`src/rtl/ext_response_checker_pkg.sv`:
```
// Shared types and defaults for the ext-module response checker.
// FSM states and lane identifiers used by the checker top.
package ext_checker_pkg;

  typedef enum logic [1:0] {
    IDLE  = 2'd0,
    CHECK = 2'd1,
    DONE  = 2'd2
  } state_t;

  localparam logic [1:0] LANE_NONE = 2'b00;
  localparam logic [1:0] LANE1     = 2'b01;
  localparam logic [1:0] LANE2     = 2'b10;

  localparam int DEF_WIDTH = 16;
  localparam int DEF_CNT_W = 8;

endpackage

```
`src/rtl/ext_resp_lane.sv`:
```
// One response lane: sample counter, saturating mismatch counter,
// combinational mismatch/last-sample strobes for the top's verdict.
module ext_resp_lane
  import ext_checker_pkg::*;
#(
  parameter int               WIDTH       = DEF_WIDTH,
  parameter logic [WIDTH-1:0] EXP         = 16'h03E8,
  parameter int               NUM_SAMPLES = 8,
  parameter int               CNT_W       = DEF_CNT_W
) (
  input  logic             clock,
  input  logic             reset,
  input  logic             clr,
  input  logic             en,
  input  logic             valid,
  input  logic [WIDTH-1:0] data,
  output logic [CNT_W-1:0] mism_cnt,
  output logic             mism,
  output logic             last,
  output logic             lane_done
);
  localparam int SC_W = $clog2(NUM_SAMPLES + 1);

  logic [SC_W-1:0] smp_cnt;
  logic            take;

  assign lane_done = (smp_cnt == SC_W'(NUM_SAMPLES));
  assign take      = en & valid & ~lane_done;
  assign mism      = take & (data != EXP);
  assign last      = take & (smp_cnt == SC_W'(NUM_SAMPLES - 1));

  always_ff @(posedge clock or posedge reset) begin
    if (reset) begin
      smp_cnt  <= '0;
      mism_cnt <= '0;
    end else if (clr) begin
      smp_cnt  <= '0;
      mism_cnt <= '0;
    end else if (take) begin
      smp_cnt <= smp_cnt + 1'b1;
      if (mism && mism_cnt != '1)
        mism_cnt <= mism_cnt + 1'b1;
    end
  end
endmodule

```
`config.mk`:
```
export PLATFORM = sky130hd
export DESIGN_NAME = ext_resp_lane
export DESIGN_NICKNAME = d
export VERILOG_FILES = /design/src/rtl/ext_response_checker_pkg.sv /design/src/rtl/ext_resp_lane.sv
export SDC_FILE = /design/constraint.sdc
export NUM_CORES = 1
export LEC_CHECK = 0
export CORE_MARGIN = 2
export CORE_UTILIZATION = 43
export DETAILED_ROUTE_END_ITERATION = 12
export PLACE_DENSITY_LB_ADDON = 0.1
export SLEW_MARGIN = 10
export SYNTH_ARGS = -nofsm -noshare
export SYNTH_HDL_FRONTEND = slang
export SYNTH_SLANG_ARGS = --single-unit
```
`constraint.sdc`:
```
create_clock -name clock -period 4.45 [get_ports clock]
set_clock_uncertainty 0.2 [all_clocks]
set_input_delay 1.1125 -clock clock [delete_from_list [all_inputs] [get_ports clock]]
set_output_delay 1.1125 -clock clock [all_outputs]
set_load 0.005 [all_outputs]
```
Word-level counts from Yosys, hierarchy flattened. Index checks and enable logic that the tools add are counted.

Add/sub/neg operators: 2. Eq/ne operators: 4. Muxes and demuxes: 5. Bitwise operators: 5. Reductions and logical operators: 4.

Operators with widths (count): $mux 8 (3); $ne 16x10->1 const B (1); $add 8x1->8 const B (1); $mux 4 (2); $ne 8x8->1 const B (1); $add 4x1->4 const B (1); $and 1x1->1 (4); $eq 4x3->1 const B (1); $eq 4x4->1 const B (1); $reduce_bool 2->1 (2); $reduce_and 2->1 (1); $logic_and 1x1->1 (1); $not 1->1 (1).

Register bits: 12. Input port bits: 21. Output and inout port bits: 11. Logic and storage cells: 22.

Longest topological paths before layout. Gate-level depths: netlist of the first run.

Depth in word-level cells: 8. Mapped depth: 9. Depth with buffers taken out: 7.

Worst setup path after synthesis of the first run. Ideal clock, no wire load.

Kind: input to output. From: in data[1]. To: out mism. Arrival time: 1.786 ns. Required time: 3.138 ns. Slack: 1.352 ns. Stages on the path: 4. Path buffers: 0. Cells stage by stage: nor4b_1 -> nand4_2 -> nand2_1 -> inv_1.

Longest elaborated chain between the ends: 2.

Ends and longest elaborated chain: from (decl) (line ext_resp_lane.sv:16) `input logic [WIDTH-1:0] data,`; $ne 16x10->1 (line ext_resp_lane.sv:29) `assign mism = take & (data != EXP);`; $and 1x1->1 (line ext_resp_lane.sv:29); to (decl) (line ext_resp_lane.sv:18) `output logic mism,`.

Every way passes these cells.

Worst setup path in the final report of the first run. Same ends and word-level chain as after synthesis.

==> summary.md, run 1 <==
| Metric | Value |
|---|---|
| RSZ-0062 raised after global routing | `no` |
| RR Endpoint | `mism_cnt[7]` |
| EDFF count, synth | `0` |
| Min cycle time layout | `between 4 and 5 ns` |
| FF-to-FF path depth | `8` |
| Port Buf Inserts | `31` |
| Required @ worst endpoint | `~3.1 ns` |
| Post-synthesis sequential area ratio | `0.418` |
| Crit path DAT | `~2.8 ns` |
| WL final | `1840 µm` |
| Ports | `32` |
| Initial antenna violation count | `0` |
| Nets@finish | `between 100 and 150` |
| Post-CTS Resized | `0` |
| Die width | `around 45 µm` |
| Largest fanout on the critical path | `3` |
| Crit-path cells | `clkdlybuf4s50_1, nor4b_1, nand4_2, nand2_1, inv_1, clkdlybuf4s50_1` |
| Placed cell area | `1030 µm²` |
| Final setup vio count | `0` |
| Mean routed wirelength per cell | `15.0 µm` |
| Synth unique cells | `29` |
| Total negative setup slack | `0 ns` |
| Crit. End Element | `primary output` |
| Vias/cell | `about 5.6` |
| ANT cells | `0` |
| Die Ht | `approximately 45 µm` |
| Die ar. | `between 2000 and 2500 µm²` |
| Clock Latency Late Sink | `approximately 0.27 ns` |
| Worst Hold Path Cells | `1` |
| Fin. Hold Viols | `0` |
| Reg2Reg Setup Slack | `between 2 and 2.5 ns` |
| Hold WS | `~0.34 ns` |
| Syn avg cell area | `roughly 9.7 µm²` |
| Post-Place Worst Slack | `around 0.36 ns` |
| Power Total | `~0.24 mW` |
| Synth top area cells | `dfrtp_1 42%, ha_1 5.2%, inv_1 3.7%` |
| Routability cong. | `about 0.75` |
| Reg clk slew, reported paths | `0.08 ns` |
| Main synth FF type | `dfrtp_1` |
| Row cnt | `14` |
| Static leakage power | `roughly 0.45 nW` |
| Root buffer cell | `clkbuf_4` |
| Post-route DRC | `0` |
| Number of global-route vias before repair | `634` |
| Async SR Flop Fraction | `1.00` |
| Synthesized Nets | `between 90 and 100` |
| First-pass GRT wire length | `about 2800 µm` |
| Via count | `roughly 690` |
| Layout cell share with drive strength beyond 1 | `0.0654` |
| CTS buffer count | `3` |
| Final Slew Violations | `0` |
| Slowest cell on the critical path | `clkdlybuf4s50_1` |
| Slew HR | `0.626` |
| Antenna-violating nets left | `0` |
| Dpl hpwl | `1410 µm` |
| # Max-Cap Violations | `0` |
| Mapped Area | `718 µm²` |
| Status | `complete, no violations` |
| Pwr per Cell Area | `227 nW/µm²` |
| Max stage delay on crit path | `0.43 ns` |
| H-tree depth | `1` |
| 1st-iter DRT viols | `13` |
| Top-area cell type share of the netlist area | `0.418` |
| Initial Util | `0.466` |
| CP Launch Type | `input port` |
| Hold_sp | `mism_cnt[6]` |
| Yosys warns | `0` |
| Setup Crit Path Kind | `in -> out` |
| Layout Cell Area excl Fill | `between 1000 and 1500 µm²` |
| Tot GR Track Use | `0.198` |
| Final Cycle Share | `0.914` |
| Hold-fix buffers, CTS | `0` |
| Grt ovf | `0` |
| Flops & latches, synth | `12` |
| Syn Inst Count | `74` |
| HP Class | `reg -> reg` |
| Setup repair bufs after CTS | `0` |
| Commonest cells post-synth | `12 x dfrtp_1, 7 x inv_1, 7 x nor2_1` |
| Worst-margin pin slew | `around 0.56 ns` |
| Worst setup margin | `roughly 0.38 ns` |
| CTS Sinks | `12` |
| Area growth from synthesis to layout | `48.4%` |
| Area leader, netlist | `dfrtp_1` |
| Longest Clk Path Bufs | `2` |
| Peak supply drop | `0.000180 V` |
| Core ar. | `approximately 1500 µm²` |
| Hold endpoint | `mism_cnt[6]` |
| Pre-antenna DRT Iters | `4` |
| Largest net degree at the start of global routing | `13` |
| CP most frequent cell | `clkdlybuf4s50_1` |
| Most common cell in the netlist | `dfrtp_1` |
| Fmax | `roughly 250 MHz` |
| CTS tree | `built` |
| Worst r2r src | `smp_cnt[0]` |
[layer usage]
metal / global-route usage / wire [µm] / vias up
met2: 0.330 / 855 / 29
li1: - / - / 332
met5: 0 / 0 / -
met4: 0.0529 / 18 / 0
met1: 0.244 / 787 / 324
met3: 0.0680 / 179 / 2
[worst max-delay path by stage]
stage	from	end	slack, ns	depth (start not counted)
2_1_floorplan	data[1]	mism	1.35	4
3_3_place_gp	data[0]	mism	0.43	6
3_5_place_dp	data[1]	mism	0.36	6
4_1_cts	data[1]	mism	0.35	6
5_1_grt	data[1]	mism	0.28	6
6_report	data[1]	mism	0.38	6
[registers in the layout (all words and copies together), names as in the netlist]
| register | flops |
|---|---|
| smp_cnt | 4 |
| mism_cnt | 8 |
[critical path, delay by kind of cell]
| kind | cells | cell delay (ns) |
|---|---|---|
| buffers and inverters | 3 | 0.87 |
| and+or+nand+nor | 3 | 0.77 |
[cell families (layout without fill, tap and decap cells)]
| kind of cell | after synthesis | count (layout) | share of synthesized area |
|---|---|---|---|
| XOR/XNOR | 4 | 4 | 0.0488 |
| AO/OA/AOI/OAI | 13 | 13 | 0.134 |
| AND/OR/NAND/NOR | 30 | 30 | 0.246 |
| multiplexers | 2 | 2 | 0.0279 |
| flip-flops | 12 | 12 | 0.418 |
| buffers and inverters | 10 | 43 | 0.0732 |
| adder cells (fa/ha/maj) | 3 | 3 | 0.0523 |
[cells in the final DEF, fill, tap and decap left out, types with 2 or more instances in the layout]
| cell | n |
|---|---|
| clkdlybuf4s50_1 | 31 |
| dfrtp_1 | 12 |
| inv_1 | 7 |
| nor2_1 | 7 |
| a21oi_1 | 5 |
| nand2_1 | 4 |
| nand3_1 | 3 |
| o21ai_1 | 3 |
| or3_1 | 3 |
| xor2_1 | 3 |
| ha_1 | 3 |
| clkbuf_4 | 3 |
| nand4_1 | 2 |
| o31ai_1 | 2 |
| or4_1 | 2 |
| mux2i_1 | 2 |
[per-stage QoR]
stage,instances,util
floorplan,74,-
global placement,119,0.668
detailed placement,119,0.668
CTS,123,0.692
global route,123,0.692
finish,123,0.692
[report_power, final]
part           internal, mW  switching [mW]
registers             0.111         0.00300
logic                0.0242          0.0135
clock network        0.0497          0.0399
[layout make-up]
class / count / area (µm²)
timing repair buffer: 32 / 318
sequential: 12 / 300
inverter: 7 / 26.3
tap: 16 / 20.0
multi-input combinational: 52 / 365
fill: 121 / 475
clock buffer: 4 / 36.3
(Power assumes the default switching activity.)
==> run 2: changes to the inputs <==
--- a/config.mk
+++ b/config.mk
@@ -5,6 +5,7 @@
 export SDC_FILE = /design/constraint.sdc
 export NUM_CORES = 1
 export LEC_CHECK = 0
+export CAP_MARGIN = 20
 export CORE_MARGIN = 2
 export CORE_UTILIZATION = 43
 export DETAILED_ROUTE_END_ITERATION = 12
==> results of run 2 <==
No change in the layout: final DEF, timing and power equal those of run 1.
==> patch 1: new RTL, flow settings as in run 2 <==
Add an input register stage for `clr`, `en`, `valid` and `data`, without a reset; this delays them by one clock.
--- a/src/rtl/ext_resp_lane.sv
+++ b/src/rtl/ext_resp_lane.sv
@@ -23,2 +23,14 @@
 
+  logic clr_q;
+  logic en_q;
+  logic valid_q;
+  logic [WIDTH-1:0] data_q;
+
+  always_ff @(posedge clock) begin
+    clr_q   <= clr;
+    en_q    <= en;
+    valid_q <= valid;
+    data_q  <= data;
+  end
+
   logic [SC_W-1:0] smp_cnt;
@@ -27,4 +39,4 @@
   assign lane_done = (smp_cnt == SC_W'(NUM_SAMPLES));
-  assign take      = en & valid & ~lane_done;
-  assign mism      = take & (data != EXP);
+  assign take      = en_q & valid_q & ~lane_done;
+  assign mism      = take & (data_q != EXP);
   assign last      = take & (smp_cnt == SC_W'(NUM_SAMPLES - 1));
@@ -35,3 +47,3 @@
       mism_cnt <= '0;
-    end else if (clr) begin
+    end else if (clr_q) begin
       smp_cnt  <= '0;
Function: changed (Yosys sat finds a counterexample within 4 cycles, from zero or initial values and one cycle with reset high).
==> patch 1 against run 2 <==
Sequential share of layout area is 17 points higher; sequential power rose to 2.6 times the old value; synthesized cell count increased by 26%; global-route usage shrank 2.5 points; sequential cell count increased by 19; power rose by 120%; worst setup slack improved by 580 ps; routed wire length rose by 12%; area after synthesis rose by 54%; cell area increased by 42%.
==> patch 1: results (changes against run 2) <==
| Metric | Value |
|---|---|
| Worst Tran Pin Value | 482.4 ps (-77.50 ps) |
| Setup bufs post-CTS | 0 (unchanged) |
| Routed Antenna Nets | 0 (unchanged) |
| Distinct cells, synth | 30 (+3.4%) |
| CP Data Arrival Time | 2180 ps (-580 ps) |
| Fillers | 210 (+74%) |
| Status | finished clean |
| DRT Pass-1 Iters | 6 (+2) |
| Post-DP HPWL | 1477 um (+4.8%) |
| First-pass GRT wire length | 3463 um (+23%) |
| Final GP Congestion | 0.8158 (+8.8%) |
| Iteration-0 DRC Markers | 15 (+2) |
| Switching Fraction | 21.20% (-2.1 points) |
| Peak VDD IR | 0.0003205 V (+78%) |
| Clk root buf | clkbuf_4 |
| Skew-Pair Late Insertion Delay | 330 ps (+60 ps) |
| Top cells by area, synth | dfxtp_1, dfrtp_1, ha_1, nor2_1, xor2_1 |
| Adder-cell area share of the yosys netlist | 3.390% (-1.8 points) |
| CTS Buffer Depth | 2 (unchanged) |
| Via count | 792 (+15%) |
| Buffers on Ports | 31 (unchanged) |
| Clk slew on worst S/H paths | 100 ps (+20 ps) |
| Vias/cell | 4.950 (-11%) |
| Ys Warns | 0 (unchanged) |
| XOR/XNOR Fraction of Synth Area | 3.955% (-0.92 points) |
| Pin count of the biggest net entering global routing | 14 (+1) |
| Reg power frac | 55.2% (+7.9 points) |
| Antenna diodes | 0 (unchanged) |
| Placed Cells | 152 (+28%) |
| GRT Total Usage | 17.31% (-2.5 points) |
| Post_cts resized | 0 (unchanged) |
| CP delay by family, top | buffers and inverters |
| Comb. pwr | 35.0 uW (-7.2%) |
| Routed wire per std cell | 12.90 um (-14%) |
| Max incr delay on CP | 500 ps (+70 ps) |
| Post-synth top cells | dfxtp_1, dfrtp_1, nor2_1, inv_1, nand2_1 |
| Synth async-reset ratio | 38.71% (-61 points) |
| Leakage | 0.6384 nW (+41%) |
| Syn_nets | 117 (+19%) |
| Cells after Synth | 93 (+26%) |
| CTS buffer count | 5 (+2) |
| Synth Area in Compound Gates | 5.311% (-8.1 points) |
| Worst Hold Class | register to register |
| Largest registers | data_q: 16 flops, mism_cnt: 8 flops, smp_cnt: 4 flops |
| Initial antenna violation count | 0 (unchanged) |
| Sequential share of the synthesized area | 61.47% (+20 points) |
| Clock share of power | 38.3% (+1.2 points) |
| Multiplexer share of the synthesized area | 2.825% (+0.037 points) |
| Worst-path maximum fanout | 8 (+5) |
| H-tree Lvls | 2 (+1) |
| Share of cells above drive strength 1 | 12.31% (+5.8 points) |
| Slowest cell on crit path | clkdlybuf4s50_1 |
[patch 1: cell type report]
cell class	count	area share, %
Sequential cell	31	44.81
Multi-Input combinational cell	54	25.45
Inverter	6	1.483
Timing Repair Buffer	31	20.43
Clock inverter	1	0.3295
Tap cell	30	2.471
Clock buffer	7	5.025
[patch 1: logic make-up after synthesis]
logic type / count (synthesis)
AND/OR/NAND/NOR: 34
buffers and inverters: 8
flip-flops: 31
multiplexers: 3
XOR/XNOR: 5
adder cells (fa/ha/maj): 3
AO/OA/AOI/OAI: 9
[patch 1: per-stage QoR]
step	cell area (um2)	setup slack, ps
after floorplan	1107	1965
after global placement	1438	1393
after detailed placement	1438	1320
after CTS	1519	937.7
after global routing	1519	789.8
final	1519	959.8
[patch 1: worst paths after layout]
check	start	to	slack, ps	depth (start not counted)
max	smp_cnt[0]	last	960	6
min	mism_cnt[6]	mism_cnt[6]	310	1
max reg2reg	smp_cnt[0]	mism_cnt[7]	2190	7
min reg2reg	mism_cnt[6]	mism_cnt[6]	310	1
max in group asynchronous	reset	mism_cnt[6]	2830	2
min in group asynchronous	reset	mism_cnt[2]	890	2
[patch 1: routing by layer]
| layer | part of all wire (%) | wire (um) | vias up | track usage (%) |
|---|---|---|---|---|
| met3 | 7.2 | 149 | 5 | 7.650 |
| met2 | 49 | 1013 | 25 | 27.98 |
| met5 | 0 | 0 | - | 0 |
| met4 | 1.8 | 38 | 0 | 7.500 |
| li1 | - | - | 394 | - |
| met1 | 42 | 862 | 368 | 19.62 |
[patch 1: worst register-to-register path, cell delays in order (launching register included)]
cell	delay, ps
dfrtp_1	420
inv_1	70
ha_1	200
nand2_1	80
o211a_1	350
nand3_4	170
nor4_1	310
mux2_1	350
==> patch 2: new RTL, config.mk and constraints of run 2 <==
Made on the original files. The parameter `NUM_SAMPLES` goes from 8 to 4.
--- a/src/rtl/ext_resp_lane.sv
+++ b/src/rtl/ext_resp_lane.sv
@@ -7,3 +7,3 @@
   parameter logic [WIDTH-1:0] EXP         = 16'h03E8,
-  parameter int               NUM_SAMPLES = 8,
+  parameter int               NUM_SAMPLES = 4,
   parameter int               CNT_W       = DEF_CNT_W
Formal check against the unedited RTL: not equivalent (a bounded check fails within 4 cycles, from zero or initial values and one cycle with reset high).
==> patch 2 against run 2 <==
Clock power decreased by 17%; area after synthesis up 2.4%; via count is 12% higher; power decreased by 7.3%; maximum frequency fell by 3.4%; first-iteration DRC count is 23% higher; cell area rose by 1.3%; non-clock buffer count did not move; die area grew 2.2%; routed wire length grew 5.5%; sequential cell count shrank 1; worst setup slack worse by 140 ps; largest cell class unchanged; largest power group unchanged.
==> patch 2: results (changes against run 2) <==
| Metric | Value |
|---|---|
| Top cells by area, synth | dfrtp_1, ha_1, nor2_1, nand2_1, a31oi_1 |
| Post-synth top cells | dfrtp_1, nor2_1, nand2_1, inv_1, ha_1 |
| Vias in the first global route | 768 (+21%) |
| Sequential share of the synthesized area | 37.41% (-4.4 points) |
| Leakage | 0.4249 nW (-6.2%) |
| Routed length on met1 | 823 um (+4.6%) |
| GRT Total Usage | 22.05% (+2.3 points) |
| Routed length on met3 | 168 um (-6.1%) |
| First-pass GRT wire length | 3236 um (+15%) |
| Hold wc startpoint | smp_cnt[1] |
| CP Data Arrival Time | 2900 ps (+140 ps) |
| GRT met2 Usage | 36.00% (+3.0 points) |
| Share of cells above drive strength 1 | 7.965% (+1.4 points) |
| Peak VDD IR | 0.0001637 V (-9.1%) |
| Worst-path maximum fanout | 7 (+4) |
| Pin count of the biggest net entering global routing | 15 (+2) |
| Status | finished clean |
| Iteration-0 DRC Markers | 16 (+3) |
| Post-DP HPWL | 1411 um (about the same) |
| DP Worst Slack | 260.3 ps (-101.1 ps) |
| Syn_nets | 105 (+7.1%) |
| Worst Tran Pin Value | 486.5 ps (-73.37 ps) |
| Distinct cells, synth | 37 (+28%) |
| Max incr delay on CP | 450 ps (+20 ps) |
| Cell Area, Placed | 1054 um2 (+2.3%) |
| Final GP Congestion | 0.8566 (+14%) |
| Setup WS post-layout | 238.2 ps (-142.6 ps) |
| Fin. Hold Viols | 0 (unchanged) |
| Clk root buf | clkbuf_4 |
| Vias/cell | 5.969 (+6.9%) |
| Clk slew on worst S/H paths | 80 ps (about the same) |
| Nets | 139 (+5.3%) |
| Largest registers | mism_cnt: 8 flops, smp_cnt: 3 flops |
| Grt met1 use | 26.20% (+1.8 points) |
| Routed wire per std cell | 15.05 um (+0.58%) |
| Reg2reg setup slack | 2350 ps (+170 ps) |
| Slowest cell on crit path | clkdlybuf4s50_1 |
| WL met2 | 884 um (+3.4%) |
| Global routing usage on met3 | 4.000% (-2.8 points) |
## patch 2: cell types whose count changed in the layout (fill, tap and decap cells not counted), moves of 2 or more
cell,delta
a211oi_1,+2
a21oi_1,-2
a31oi_1,+2
inv_1,-2
nand2_1,+2
nand2b_1,+2
nor2_1,+3
nor2b_1,+2
o21ai_1,-3
or3_1,-3
xor2_1,-3
## patch 2: cell families (layout without fill, tap and decap cells)
logic type | Yosys count | count (layout) | synth area share, %
AO/OA/AOI/OAI | 14 | 14 | 13.78
XOR/XNOR | 1 | 1 | 1.191
adder cells (fa/ha/maj) | 4 | 4 | 6.803
buffers and inverters | 8 | 41 | 5.271
flip-flops | 11 | 11 | 37.41
multiplexers | 3 | 3 | 4.422
AND/OR/NAND/NOR | 39 | 39 | 31.13
## patch 2: power by group
part | internal, mW | switching, mW
logic | 0.0278 | 0.0158
clock network | 0.0349 | 0.0397
registers | 0.103 | 0.00297
total | 0.165 | 0.0584
## patch 2: path summary, 6_finish.rpt
kind	to	cells past startpoint
min in group asynchronous	smp_cnt[0]	2
max reg2reg	mism_cnt[5]	6
min reg2reg	smp_cnt[1]	2
min	smp_cnt[1]	2
max in group asynchronous	mism_cnt[7]	2
max	mism	5
## patch 2: final cells by class
type | instances | area (um2)
clock buffer | 4 | 26.28
tap | 16 | 20.02
sequential | 11 | 275.3
inverter | 5 | 18.77
multi-input combinational | 61 | 421.7
fill | 133 | 479.2
timing repair buffer | 32 | 317.8
## patch 2: critical path: cells and delay by family
kind | cells | cell delay, ps
and+or+nand+nor | 3 | 940
buffers and inverters | 2 | 850
## patch 2: through the flow
step	utilization, %	hold slack (ps)	cells
finish	69.26	355.1	129
global route	69.26	385.3	129
CTS	69.26	354.2	129
detailed placement	67.58	326.7	125
global placement	67.58	332.9	125
floorplan	-	309.9	80
